[config.mk]
export PLATFORM = sky130hd
export DESIGN_NAME = vga_draw_arbiter
export DESIGN_NICKNAME = d
export VERILOG_FILES = /design/src/rtl/vga_draw_pkg.sv /design/src/rtl/vga_draw_arbiter_rr_pick.sv /design/src/rtl/vga_draw_arbiter.sv
export SDC_FILE = /design/constraint.sdc
export NUM_CORES = 1
export LEC_CHECK = 0
export BUFFER_PORTS_ARGS = -buffer_cell sky130_fd_sc_hd__buf_4
export CORE_UTILIZATION = 48
export CTS_CLUSTER_DIAMETER = 50
export DETAILED_ROUTE_END_ITERATION = 8
export PLACE_DENSITY = 0.88
export SLEW_MARGIN = 5
export SYNTH_ARGS = -nofsm -noshare
export SYNTH_HDL_FRONTEND = slang
export SYNTH_SLANG_ARGS = --single-unit
[constraint.sdc]
create_clock -name clk -period 2.2 [get_ports clk]
set_input_delay 0.11 -clock clk [delete_from_list [all_inputs] [get_ports clk]]
set_output_delay 0.11 -clock clk [all_outputs]
set_load 0.02 [all_outputs]
[src/rtl/vga_draw_pkg.sv]
// Shared types and screen constants for the VGA draw arbiter.
package vga_draw_pkg;

    localparam int unsigned X_W      = 8;
    localparam int unsigned Y_W      = 7;
    localparam int unsigned COLOUR_W = 3;

    localparam logic [X_W-1:0] SCREEN_W = 8'd160;
    localparam logic [Y_W-1:0] SCREEN_H = 7'd120;

    typedef logic [1:0] state_t;

    localparam state_t StIdle    = 2'd0;
    localparam state_t StActive  = 2'd1;
    localparam state_t StRelease = 2'd2;

endpackage

[src/rtl/vga_draw_arbiter_rr_pick.sv]
// Combinational round-robin picker: first set request at or after ptr, wrapping.
module rr_pick #(
    parameter int unsigned N_REQ = 4,
    parameter int unsigned OWN_W = $clog2(N_REQ)
) (
    input  logic [N_REQ-1:0] req,
    input  logic [OWN_W-1:0] ptr,
    output logic             valid,
    output logic [OWN_W-1:0] index
);

    logic [OWN_W:0] cand;

    // Scan from the farthest offset down so the nearest hit is the last write.
    always_comb begin
        valid = 1'b0;
        index = '0;
        cand  = '0;
        for (int i = N_REQ - 1; i >= 0; i--) begin
            cand = {1'b0, ptr} + (OWN_W + 1)'(i);
            if (cand >= (OWN_W + 1)'(N_REQ)) begin
                cand = cand - (OWN_W + 1)'(N_REQ);
            end
            if (req[cand[OWN_W-1:0]]) begin
                valid = 1'b1;
                index = cand[OWN_W-1:0];
            end
        end
    end

endmodule

[src/rtl/vga_draw_arbiter.sv]
// Round-robin owner of the vga_adapter plot port with registered pixel forwarding and watchdog.
module vga_draw_arbiter
    import vga_draw_pkg::*;
#(
    parameter int unsigned N_REQ     = 4,
    parameter int unsigned WD_CYCLES = 32768,
    parameter int unsigned OWN_W     = $clog2(N_REQ)
) (
    input  logic                      clk,
    input  logic                      reset_n,
    input  logic [N_REQ-1:0]          req,
    input  logic [N_REQ-1:0]          done,
    input  logic [N_REQ-1:0]          plot_in,
    input  logic [X_W*N_REQ-1:0]      x_in,
    input  logic [Y_W*N_REQ-1:0]      y_in,
    input  logic [COLOUR_W*N_REQ-1:0] colour_in,
    output logic [N_REQ-1:0]          grant,
    output logic [OWN_W-1:0]          owner,
    output logic                      busy,
    output logic [X_W-1:0]            x,
    output logic [Y_W-1:0]            y,
    output logic [COLOUR_W-1:0]       colour,
    output logic                      writeEn,
    output logic                      timeout_err
);

    localparam int unsigned WD_W = $clog2(WD_CYCLES);

    state_t            state_q;
    logic [OWN_W-1:0]  ptr_q;
    logic [WD_W-1:0]   watchdog_q;

    logic              pick_valid;
    logic [OWN_W-1:0]  pick_idx;

    logic [X_W-1:0]      x_sel;
    logic [Y_W-1:0]      y_sel;
    logic [COLOUR_W-1:0] colour_sel;
    logic                plot_sel;
    logic                done_sel;
    logic                req_sel;
    logic                on_screen;
    logic                wd_expire;
    logic                engine_exit;
    logic                exit_now;

    rr_pick #(
        .N_REQ (N_REQ),
        .OWN_W (OWN_W)
    ) u_rr_pick (
        .req   (req),
        .ptr   (ptr_q),
        .valid (pick_valid),
        .index (pick_idx)
    );

    always_comb begin
        x_sel      = '0;
        y_sel      = '0;
        colour_sel = '0;
        plot_sel   = 1'b0;
        done_sel   = 1'b0;
        req_sel    = 1'b0;
        for (int i = 0; i < N_REQ; i++) begin
            if (owner == OWN_W'(i)) begin
                x_sel      = x_in[i*X_W +: X_W];
                y_sel      = y_in[i*Y_W +: Y_W];
                colour_sel = colour_in[i*COLOUR_W +: COLOUR_W];
                plot_sel   = plot_in[i];
                done_sel   = done[i];
                req_sel    = req[i];
            end
        end
    end

    assign on_screen   = (x_sel < SCREEN_W) && (y_sel < SCREEN_H);
    assign wd_expire   = (watchdog_q == WD_W'(WD_CYCLES - 1));
    assign engine_exit = done_sel || !req_sel;
    assign exit_now    = engine_exit || wd_expire;
    assign busy        = (state_q != StIdle);

    always_ff @(posedge clk) begin
        if (!reset_n) begin
            state_q     <= StIdle;
            ptr_q       <= '0;
            watchdog_q  <= '0;
            grant       <= '0;
            owner       <= '0;
            x           <= '0;
            y           <= '0;
            colour      <= '0;
            writeEn     <= 1'b0;
            timeout_err <= 1'b0;
        end else begin
            writeEn     <= 1'b0;
            timeout_err <= 1'b0;
            case (state_q)
                StIdle: begin
                    if (pick_valid) begin
                        grant      <= {{(N_REQ-1){1'b0}}, 1'b1} << pick_idx;
                        owner      <= pick_idx;
                        watchdog_q <= '0;
                        state_q    <= StActive;
                    end
                end
                StActive: begin
                    x      <= x_sel;
                    y      <= y_sel;
                    colour <= colour_sel;
                    if (exit_now) begin
                        grant       <= '0;
                        timeout_err <= !engine_exit;
                        state_q     <= StRelease;
                    end else begin
                        writeEn    <= plot_sel && on_screen;
                        watchdog_q <= watchdog_q + WD_W'(1);
                    end
                end
                StRelease: begin
                    ptr_q   <= (owner == OWN_W'(N_REQ - 1)) ? '0 : owner + OWN_W'(1);
                    state_q <= StIdle;
                end
                default: state_q <= StIdle;
            endcase
        end
    end

endmodule

==> run_results.csv <==
group,metric,value,unit
cts,clkSinkCount,45,
routing,route.final.wire_length,7.29,mm
floorplan,fp.dieH,75.4,um
power,power.density,610,nW/um^2
worst_setup_path,critPathCaptureType,"register",
place,port_buffers,112,
floorplan,placementRows,26,
place,pre_cts_ws,43.6,ps
grt,grtUsageTotal,23.0,%
floorplan,ios,113,
cts,clockRootBuffer,"sky130_fd_sc_hd__clkbuf_8",
synth,synth_mux_area_share,1.55,%
timing,timing.slew.headroom,69.1,%
timing,min_period_over_period,94.7,%
finish,fill_cells,438,
cts,tritoncts_clock_tree,"done",
routing,met1_length,3.12,mm
cts,cts.hold.buffers_added,0,
floorplan,die_w,75.4,um
synth,dominant_combinational_cell_family_by_area_after_synthesis,"compound AO/OA/AOI/OAI gates",
routing,vias,2751,
floorplan,die-area,5680,um^2
cts,numCtsBuffers,5,
finish,layout.nets,515,
finish,diodes,0,
cts,clock_tree.htree_level_count,2,
cts,path_clk_slew,80,ps
cts,cts_buffer_depth,2,
worst_setup_path,worst_setup_path_start_kind,"register",
synth,synth_simple_gate_area_share,24.3,%
finish,layout_commonest_cell,"sky130_fd_sc_hd__buf_4",
grt,grt_first_pass_wirelength,9.98,mm
synth,post_synth_fa_ha_maj_area_fraction,2.42,%
routing,detailroute.wirelength.met2,3.74,mm
timing,hold_violations,0,
worst_setup_path,arrival,2300,ps
timing,rsz_0062_raised_after_global_routing,"true",
floorplan,core,5140,um^2
synth,synth_top_cells_by_area,"sky130_fd_sc_hd__dfxtp_1 (35%), sky130_fd_sc_hd__o211a_1 (7.0%), sky130_fd_sc_hd__a21oi_1 (6.8%), sky130_fd_sc_hd__nand2_1 (4.4%), sky130_fd_sc_hd__nor2b_1 (3.6%)",
timing,timing.final.setup_violations,0,
status,result_of_the_run,"finished clean",
timing,final.hold.worst_slack,184,ps
synth,synth_top_area_cell,"sky130_fd_sc_hd__dfxtp_1",
synth,syn-instance-count,312,
run,timing.max_cap.violations,0,
synth,async_reset_ff_share,0,%
synth,post_synth.cell_area_avg,8.28,um^2
timing,finalClockSkew,6.55,ps
finish,finish.instance_area,3630,um^2
routing,drt.antenna.violating_nets,0,
place,place.detailed.hpwl,5.36,mm
grt,number_of_antenna_violations_at_the_first_check_in_global_routing,0,
cts,cts_resized,0,
cts,insertion_delay,290,ps
synth,synth_top_area_share,34.9,%
synth,synth_ff_type,"sky130_fd_sc_hd__dfxtp_1",
power,power.leakage,1.75,nW
synth,synth_compound_gate_area_share,31.3,%
routing,drc_errors,0,
place,globalplace.congestion,0.820,
synth,number_of_flip_flops_and_latches_in_the_synthesized_netlist,45,
cts,cts_post_setup_buffers_inserted,0,
synth,syn_area,2580,um^2
timing,tightest_slew,460,ps
finish,final_cell_mix,"sky130_fd_sc_hd__buf_4 (124), sky130_fd_sc_hd__dfxtp_1 (45), sky130_fd_sc_hd__a21oi_1 (34)",
synth,syn_nets,403,
routing,drt_iter0_markers,124,
routing,drt-vias-per-instance,5.56,
grt,grt_overflow,0,
floorplan,floorplan.initialDensity,50.2,%
timing,drv_slew,0,
finish,areaGrowthSynthToFinish,40.5,%
worst_hold_path,hold_class,"in -> reg",
grt,first_global_vias,2207,
routing,route.top_layer_used,"met4",
synth,xor_xnor_fraction_of_synth_area,0.678,%
power,peakVddDrop,0.485,mV
timing,max_clock_freq,480,MHz
routing,wire_per_inst,14.7,um
timing,setup-tns-final,0,ps
routing,detail_route.first_pass.iterations,4,
grt,largest_net_degree_at_the_start_of_global_routing,39,
timing,period_minus_slack,2080,ps
worst_setup_path,worst_path_required_time,2420,ps
synth,yosysWarnings,0,
synth,synth_edf_count,0,
synth,synth.distinct_cells,46,
timing,final.setup.worst_slack,116,ps
place,postPlaceCellArea,3510,um^2
finish,final_layout_size_suffix_gt1_share,35.5,%
worst_setup_path,critPathKind,"reg -> reg",
worst_setup_path,worst-path-max-fanout,8,
synth,synth.yosys.seq_area_share,34.9,%
routing,detailroute.wirelength.met3,330,um
[layer usage]
layer / track usage, % / vias up
li1: - / 1384
met1: 28.6 / 1289
met2: 40.4 / 70
met3: 5.03 / 8
met4: 5.97 / 0
met5: 0 / -
[sequential cells by signal (all words and copies together), names as in the netlist]
name         count
colour           3
ptr_q            2
timeout_err      1
owner            2
writeEn          1
watchdog_q      15
y                7
x                8
state_q          2
grant            4
[Yosys cell counts, types with 4 or more instances]
library cell	n
sky130_fd_sc_hd__a22oi_1	12
sky130_fd_sc_hd__nor2b_1	15
sky130_fd_sc_hd__and3_1	5
sky130_fd_sc_hd__nor3_1	8
sky130_fd_sc_hd__clkbuf_1	14
sky130_fd_sc_hd__o21ai_1	11
sky130_fd_sc_hd__nand3_1	8
sky130_fd_sc_hd__or3_1	7
sky130_fd_sc_hd__inv_1	7
sky130_fd_sc_hd__o211a_1	18
sky130_fd_sc_hd__a221oi_1	7
sky130_fd_sc_hd__nand2_1	30
sky130_fd_sc_hd__mux2i_1	4
sky130_fd_sc_hd__o211ai_1	11
sky130_fd_sc_hd__a21oi_1	35
sky130_fd_sc_hd__nor2_1	20
sky130_fd_sc_hd__or3_2	4
sky130_fd_sc_hd__dfxtp_1	45
sky130_fd_sc_hd__ha_1	5
[final cells by class]
| class | count | area [um^2] | area share [%] |
|---|---|---|---|
| well taps | 70 | 87.6 | 2.41 |
| inverters | 7 | 26.3 | 0.724 |
| clock inverters | 2 | 10.0 | 0.276 |
| multi-input cells | 240 | 1590 | 43.8 |
| repair buffers | 125 | 942 | 26.0 |
| flip-flops and latches | 45 | 901 | 24.8 |
| clock buffers | 6 | 72.6 | 2.00 |
[power by group]
group | internal (mW) | switching [mW]
Combinational | 0.381 | 0.430
Sequential | 0.881 | 0.0390
Clock | 0.220 | 0.263
[cell families after synthesis]
| group | Yosys count |
|---|---|
| AOI/OAI and AO/OA | 110 |
| xor gates and xnor gates | 2 |
| adders and majority gates | 5 |
| buffers and inverters | 29 |
| DFF | 45 |
| muxes | 4 |
| and+or+nand+nor | 117 |
[stage by stage]
stage / total power, mW / utilization [%] / instances
floorplan: 1.41 / - / 312
CTS: 2.20 / 69.9 / 493
global placement: 1.70 / 68.3 / 485
global route: 2.34 / 70.6 / 495
detailed placement: 1.72 / 68.3 / 485
finish: 2.21 / 70.6 / 495
[critical path, cell delays in order (launching register included)]
cell                      delay [ps]
sky130_fd_sc_hd__dfxtp_1         330
sky130_fd_sc_hd__buf_4           150
sky130_fd_sc_hd__ha_1            230
sky130_fd_sc_hd__a21o_1          190
sky130_fd_sc_hd__o22ai_4         320
sky130_fd_sc_hd__a21oi_4         140
sky130_fd_sc_hd__or3_2           480
sky130_fd_sc_hd__a21oi_1         170
[path summary, 6_finish.rpt]
path	start	to	slack (ps)	cells past startpoint
worst min-delay path	x_in[27]	x[3]	180	4
worst max register to register	owner[0]	watchdog_q[7]	120	7
worst max-delay path	owner[0]	watchdog_q[7]	120	7
worst min register to register	grant[2]	grant[2]	470	1
Note: power is estimated with default switching activity, not from simulation.
